`config.mk`:
```
export PLATFORM = sky130hd
export DESIGN_NAME = rv_chk_exp_ram
export DESIGN_NICKNAME = d
export VERILOG_FILES = /design/src/rtl/rv_chk_exp_ram.sv
export SDC_FILE = /design/constraint.sdc
export NUM_CORES = 1
export LEC_CHECK = 0
export CORE_UTILIZATION = 54
export CTS_CLUSTER_SIZE = 30
export DETAILED_ROUTE_END_ITERATION = 12
export PLACE_DENSITY = 0.72
export SLEW_MARGIN = 20
export SYNTH_ARGS = -nofsm -noshare
export SYNTH_HDL_FRONTEND = slang
export SYNTH_SLANG_ARGS = --single-unit
```
`constraint.sdc`:
```
create_clock -name clk -period 5.6 [get_ports clk]
set_input_delay 1.12 -clock clk [delete_from_list [all_inputs] [get_ports clk]]
set_output_delay 1.12 -clock clk [all_outputs]
set_load 0.01 [all_outputs]
```
`src/rtl/rv_chk_exp_ram.sv`:
```
// Expected-trace storage: one synchronous write port, one combinational read port.
// Write lands on the next clk edge; contents are deliberately not reset.
module rv_chk_exp_ram #(
  parameter int XLEN  = 32,
  parameter int DEPTH = 16,
  parameter int AW    = $clog2(DEPTH)
) (
  input  logic            clk,
  input  logic            we,
  input  logic [AW-1:0]   waddr,
  input  logic [XLEN-1:0] wdata,
  input  logic [AW-1:0]   raddr,
  output logic [XLEN-1:0] rdata
);

  logic [XLEN-1:0] mem [DEPTH];

  always_ff @(posedge clk) begin
    if (we) mem[waddr] <= wdata;
  end

  assign rdata = mem[raddr];

endmodule

```
* Word-level counts from Yosys, hierarchy flattened *
Memories as Yosys holds them, arrays and structs flattened.
Index checks and enable logic that the tools add are counted.

operators by class
  mux-type cells = 2

operators with widths
  operator          number
  1-bit 2-to-1 mux  2

storage, ports and cells
  memories kept = 1
  output and inout port bits = 32
  input bits = 42
  RAM bits = 512
  flip-flop bits (word level) = 0

memory list
  memory  depth  bits a word  read ports  clocked after memory_dff  write ports  line  RTL
  mem     16     32           1           0                         1            16    logic [XLEN-1:0] mem [DEPTH];

* Longest topological paths before layout *
Gate-level depths: netlist of the first run.

  word-level depth = 2
  mapped depth = 5

* Worst setup path before layout of the first run *
No wires, ideal clock.

  path type = input to register
  start point = in waddr[2]
  end point = mem mem[0][0], enable pin
  cell stages on the path = 2
  required time = 5,139 ps
  buffers on the path = 0
  arrival time = 3,838 ps
  slack = 1,300 ps
  path through = or3b_2 > nor3_1

RTL lines
  element             line  RTL
  start: declaration  10    input logic [AW-1:0] waddr,
  end: declaration    16

Straight into the memory's write port.

* Worst setup path in the final report of the first run *
  start point = in raddr[3]
  end point = out rdata[7]

between the ends
  word-level cells in the longest chain between the ends = 1

RTL lines
  element             line  RTL
  start: declaration  12    input logic [AW-1:0] raddr,
  memory 16 x 32 bit  n/a
  end: declaration    13    output logic [XLEN-1:0] rdata

Every way passes these cells.

==> results of run 1 <==
-- worst paths after layout --
| kind | start | end | depth (start not counted) | slack, ns |
|---|---|---|---|---|
| min | wdata[27] | mem[6][27] | 1 | 1.47 |
| max | raddr[3] | rdata[7] | 6 | 0.95 |
-- worst max-delay path: cells and delay by family --
| family | cells | cell delay [ns] |
|---|---|---|
| simple gates | 2 | 0.77 |
| compound gates | 1 | 0.11 |
| buf+inv | 3 | 1.50 |
-- placed cells by master (no fill, tap or decap), types with 5 or more instances in the layout --
cell                              count
sky130_fd_sc_hd__edfxtp_1           512
sky130_fd_sc_hd__clkdlybuf4s50_1     71
sky130_fd_sc_hd__mux4_2             128
sky130_fd_sc_hd__clkinv_1            11
sky130_fd_sc_hd__clkbuf_16           53
sky130_fd_sc_hd__nor2_4              13
sky130_fd_sc_hd__clkinv_2             5
sky130_fd_sc_hd__buf_12               5
sky130_fd_sc_hd__clkbuf_1            18
sky130_fd_sc_hd__a22oi_1             64
sky130_fd_sc_hd__buf_4               32
sky130_fd_sc_hd__nand2_1             33
-- layer usage --
layer | track usage (%) | vias to the layer above | wire (um)
li1 | - | 3708 | -
met1 | 34.2 | 4796 | 17000
met2 | 35.2 | 405 | 19400
met3 | 2.89 | 63 | 2770
met4 | 6.28 | 0 | 851
met5 | 0 | - | 0
-- cell type report --
cell class	instances	area, um2
Antenna cell	1	2.50
Sequential cell	512	15400
Timing Repair Buffer	110	1090
Clock inverter	20	141
Tap cell	455	569
Fill cell	2231	12500
Clock buffer	71	1390
Multi-Input combinational cell	251	3750
-- through the flow --
| step | util, % | hold slack, ns | power (uW) | worst slack, ns | std cells |
|---|---|---|---|---|---|
| after CTS | 64.1 | 1.46 | 7970 | 0.957 | 1418 |
| after detailed placement | 59.7 | 2.03 | 4850 | 0.969 | 1327 |
| final | 64.2 | 1.47 | 7930 | 0.955 | 1420 |
| after global routing | 64.1 | 1.52 | 8140 | 0.880 | 1419 |
| after global placement | 59.7 | 2.02 | 4840 | 1.01 | 1327 |
| after floorplan | - | 1.22 | 4630 | 1.30 | 806 |
-- cells by family (layout without fill, tap and decap cells) --
logic type	after synthesis	count (layout)	synth area share, %
multiplexers	128	128	15.0
flip-flops	512	512	80.0
buffers and inverters	43	201	1.16
other	0	1	0
AND/OR/NAND/NOR	59	59	1.32
AO/OA/AOI/OAI	64	64	2.50
-- power breakdown --
part           internal (uW)  leakage, uW  switching (uW)
Combinational            210      0.00164             245
Clock                   1820     0.000740            1340
Sequential              4300      0.00463            17.2
Total                   6320      0.00700            1600
==> results.txt, run 1 <==
----------------------------------------------------
[Run status]
  Outcome ... finished clean

[Logic synthesis]
  Synthesized netlist cell count ... approximately 810
  Mean instance size in the synthesized netlist ... around 24 um2
  Most common flop cell mapped by yosys ... sky130_fd_sc_hd__edfxtp_1
  Top cells by instance count after synthesis ... sky130_fd_sc_hd__edfxtp_1 (512), sky130_fd_sc_hd__mux4_2 (128), sky130_fd_sc_hd__a22oi_1 (64), sky130_fd_sc_hd__nand2_1 (33), sky130_fd_sc_hd__clkbuf_1 (17)
  Sequential area share after synthesis ... between 80 and 90%
  Synthesis Warnings ... 0
  Cell area after technology mapping ... roughly 19000 um2
  Most common cell in the synthesized netlist ... sky130_fd_sc_hd__edfxtp_1
  Number of enable-type register cells in the synthesized netlist ... 512
  Async S/R FF share, synth ... 0%
  Unique cell type count in the Yosys netlist ... 17
  Share of the synthesized area in the top cell type ... around four fifths
  Synthesized netlist net count ... between 800 and 900
  Library cell occupying the most area in the post-synthesis netlist ... sky130_fd_sc_hd__edfxtp_1
  Post-synthesis sequential element count ... 512
  Top cells by area in the synthesized netlist ... sky130_fd_sc_hd__edfxtp_1 (80%), sky130_fd_sc_hd__mux4_2 (15%), sky130_fd_sc_hd__a22oi_1 (2.5%), sky130_fd_sc_hd__nand2_1 (0.64%), sky130_fd_sc_hd__buf_4 (0.43%)

[Die]
  Standard-cell row count ... between 60 and 70
  Initial Utilization ... between 50% and 60%
  Die boundary height ... about 190 um
  Area of the placeable core ... 34800 um2
  Count of boundary I/O pins ... 74
  Width of the chip ... about 190 um
  Floorplan die area ... between 30000 and 40000 um2

[Drt]
  Total length of routed wires ... 40000 um
  Vias after detailed routing ... roughly 9000
  Wire per inst ... roughly 28 um
  Remaining design rule violation count ... 0
  Remaining antenna violation count ... 0
  Routed vias/inst ... approximately 6.3
  Drt first pass iters ... 5
  DRC marker count from the first detailed-route iteration ... between 900 and 1000

[Placement]
  Placement-stage cell area ... between 20000 and 25000 um2
  Number of buffers added on ports ... 73
  HPWL after detailed placement ... 22000 um
  Global placer's final weighted congestion ... about 0.72

[Setup path]
  List of cells traversed by the critical path ... clkdlybuf4s50_1 -> and2_2 -> buf_4 -> a22oi_1 -> nand2_1 -> clkdlybuf4s50_1
  Cell at the slowest stage of the critical path ... sky130_fd_sc_hd__and2_2
  Arr. time, crit path ... around 3.5 ns
  Delay of the slowest critical-path stage ... 0.69 ns
  Crit path launch type ... primary input
  Cell repeated most along the worst path ... sky130_fd_sc_hd__clkdlybuf4s50_1
  Critical path fanouts, max ... 23
  Critical path start-end classification ... in2out
  Data required time of the worst path ... between 4 and 5 ns
  Category of the worst setup path capture point ... output port

[Global routing]
  Maximum number of pins on one net before global-route repair ... between 40 and 50
  Vias in the first global route ... between 9000 and 10000
  Initial antenna violation count ... 2
  First-pass GRT wire length ... just under 60000 um
  Total congestion overflow ... 0
  GRT Util Overall ... between 20% and 30%

[Clock network]
  Clk root buf ... sky130_fd_sc_hd__clkbuf_16
  Quantity of gates resized following cts ... 0
  H-tree levels ... 2
  Number of buffers created by CTS ... 50
  Number of buffers on the longest clock path ... 3
  Total clock sinks ... 512
  Clock-pin transition on the worst setup and hold timing paths ... roughly 0.060 ns
  Hold buffers post-CTS ... 0
  TritonCTS clock tree ... done
  Buffers inserted during post-CTS setup optimization ... 0

[Finish]
  Final cell area excluding filler cells ... roughly 22000 um2
  Net count, final ... around 970
  Layout overhead on the synthesized area ... 16.2%
  Biggest regs ... mem (512)
  Top register by number of flip-flops ... mem
  Share of post-route cells with drive strength above 1 ... between 20% and 30%
  Flip-flop count of the largest register after layout ... around 510

[Timing]
  Maximum clock frequency ... 215 MHz
  Total negative slack for setup checks ... 0 ns
  Final min period ... about 4.6 ns
  Hold Violations, Final ... 0
  Slew Limit Headroom ... between 20% and 30%
  Final Max Tran Viols ... 0
  Final setup violating endpoints ... 0
  Transition at the pin with the smallest max-transition slack ... approximately 1.1 ns
  Final worst path period share ... just over 80%
  RSZ-0062 raised after global routing ... no

[Hold path]
  HP Class ... in2reg

[Power and ir drop]
  Max rail drop VDD ... 0.267 mV
  Areal power density over the cells ... ~360 nW/um2
  Cell leakage power ... ~0.007 uW

[Job]
  Number of max-cap violations ... 0

----------------------------------------------------
(Power assumes the default switching activity.)
==> run 2, diff against run 1 <==
--- a/config.mk
+++ b/config.mk
@@ -8,7 +8,7 @@
 export CORE_UTILIZATION = 54
 export CTS_CLUSTER_SIZE = 30
 export DETAILED_ROUTE_END_ITERATION = 12
-export PLACE_DENSITY = 0.72
+export PLACE_DENSITY = 0.75
 export SLEW_MARGIN = 20
 export SYNTH_ARGS = -nofsm -noshare
 export SYNTH_HDL_FRONTEND = slang
==> constraint.sdc (replaced) <==
create_clock -name clk -period 3.9 [get_ports clk]
set_input_delay 0.78 -clock clk [delete_from_list [all_inputs] [get_ports clk]]
set_output_delay 0.78 -clock clk [all_outputs]
set_load 0.01 [all_outputs]
==> run 2 against run 1 <==
Against the previous run: first-iteration DRC count increased by 0.65%; count of clock-buffer cells in the layout decreased by 9; cell area increased by 0.45%; worst setup slack got worse by 0.59 ns; largest power group unchanged; highest routed layer is now met5; sequential power increased by 44%; die area unchanged; wire length decreased by 0.25%; critical path type unchanged; combinational power increased by 44%.
==> results.txt, run 2 (same netlist as run 1, synthesis figures left out) <==
----------------------------------------------------
[Run status]
  Outcome ... finished clean

[Timing]
  Final setup violating endpoints ... 0
  Final worst path period share ... 90.5%
  Hold Violations, Final ... 0
  Post-Route Hold Slack ... between 1 and 1.5 ns
  Total negative slack for setup checks ... 0 ns
  RSZ-0062 raised after global routing ... no
  Final Max Tran Viols ... 0
  Final min period ... around 3.5 ns
  Transition at the pin with the smallest max-transition slack ... approximately 0.67 ns
  Slew Limit Headroom ... a little over half
  Maximum clock frequency ... around 280 MHz

[Finish]
  Most frequent standard cell in the layout excluding fill and tap cells ... sky130_fd_sc_hd__edfxtp_1
  Top register by number of flip-flops ... mem
  Flip-flop count of the largest register after layout ... between 500 and 600
  Sequential cell area ... 15400 um2
  Area occupied by multi-input gates ... between 3000 and 4000 um2
  Net count, final ... about 960
  Leading cell types in the layout, fill and taps excluded ... sky130_fd_sc_hd__edfxtp_1 (512), sky130_fd_sc_hd__mux4_2 (128), sky130_fd_sc_hd__clkdlybuf4s50_1 (71)
  Share of post-route cells with drive strength above 1 ... between 20% and 30%
  Number of fill cells ... ~2200
  Layout overhead on the synthesized area ... 16.7%
  Biggest regs ... mem (512)

[Global routing]
  Maximum number of pins on one net before global-route repair ... 57
  Total congestion overflow ... 0
  GRT Util Overall ... 22.9%
  First-pass GRT wire length ... slightly below 60000 um
  Initial antenna violation count ... 2
  Vias in the first global route ... between 9000 and 10000

[Die]
  Area of the placeable core ... 34800 um2
  Width of the chip ... roughly 190 um
  Initial Utilization ... between 50% and 60%
  Count of boundary I/O pins ... 74
  Standard-cell row count ... 68
  Die boundary height ... approximately 190 um
  Floorplan die area ... between 30000 and 40000 um2

[Hold path]
  HP Class ... in2reg
  Hold Path Origin ... wdata[13]

[Drt]
  Drt first pass iters ... 5
  Vias after detailed routing ... 8887
  Wire per inst ... between 20 and 30 um
  Remaining design rule violation count ... 0
  Routed vias/inst ... roughly 6.3
  Total length of routed wires ... between 30000 and 40000 um
  DRC marker count from the first detailed-route iteration ... between 900 and 1000
  Remaining antenna violation count ... 0

[Job]
  Number of max-cap violations ... 0

[Power and ir drop]
  Sequential share of power ... a little over half
  Total Power ... approximately 11000 uW
  Cell leakage power ... approximately 0.007 uW
  Switching power as a share of total power ... between 10% and 20%
  Power share of the clock group ... between 30% and 40%
  Max rail drop VDD ... ~0.41 mV
  Combinational share of power ... roughly 5.8%
  Sw power ... between 2000 and 2500 uW
  Areal power density over the cells ... between 500 and 600 nW/um2
  Int Pwr ... 9050 uW

[Setup path]
  Arr. time, crit path ... 2.75 ns
  Worst setup path startpoint ... raddr[3]
  Data required time of the worst path ... approximately 3.1 ns
  Category of the worst setup path capture point ... output port
  Critical path start-end classification ... in2out
  Crit path launch type ... primary input
  Critical path fanouts, max ... 32

[Placement]
  HPWL after detailed placement ... about 20000 um
  Global placer's final weighted congestion ... ~0.7
  Number of buffers added on ports ... 73

[Clock network]
  TritonCTS clock tree ... done
  Number of buffers created by CTS ... 49
  Buffers inserted during post-CTS setup optimization ... 0
  Clk root buf ... sky130_fd_sc_hd__clkbuf_16
  Clock-pin transition on the worst setup and hold timing paths ... around 0.06 ns
  H-tree levels ... 2
  Total clock sinks ... around 510
  Hold buffers post-CTS ... 0
  Number of buffers on the longest clock path ... 3
  Quantity of gates resized following cts ... 0

----------------------------------------------------
run 2: cell type report:
type                       count  share of cell area (%)
sequential                   512                    68.6
clock inverter                25                   0.820
multi-input combinational    251                    16.8
clock buffer                  62                    5.88
antenna                        1                  0.0112
timing repair buffer         108                    5.44
tap                          455                    2.54
run 2: per-layer routing:
layer  up-vias  wire length [um]  track usage (%)
li1       3721                 -                -
met1      4731             16000             31.6
met2       373             20500             38.4
met3        60              2820             4.47
met4         2               618             4.80
met5         -                 8                0
run 2: critical path, stage by stage:
cell	delay, ns
sky130_fd_sc_hd__clkdlybuf4s50_1	0.63
sky130_fd_sc_hd__nor2b_4	0.22
sky130_fd_sc_hd__buf_12	0.26
sky130_fd_sc_hd__a22oi_1	0.15
sky130_fd_sc_hd__nand2_1	0.14
sky130_fd_sc_hd__clkdlybuf4s50_1	0.56
run 2: through the flow:
step,instances,worst slack (ns),util (%),area (um2)
after floorplan,806,0.241,-,19200
after global placement,1326,0.354,60.1,20900
after detailed placement,1326,0.365,60.1,20900
after CTS,1413,0.361,64.4,22400
after global routing,1413,0.270,64.4,22400
final,1414,0.369,64.4,22400
run 2: final timing paths:
| path | endpoint | slack, ns | cells past startpoint |
|---|---|---|---|
| setup / recovery | rdata[24] | 0.37 | 6 |
| hold / removal | mem[0][13] | 1.14 | 1 |
run 2: power groups by stage:
stage,Combinational (uW),Sequential (uW),Clock (uW)
final,656,6200,4450
after global routing,703,6200,4730
after CTS,665,6200,4520
after detailed placement,659,6310,0
after global placement,646,6300,0
after floorplan,339,6300,0
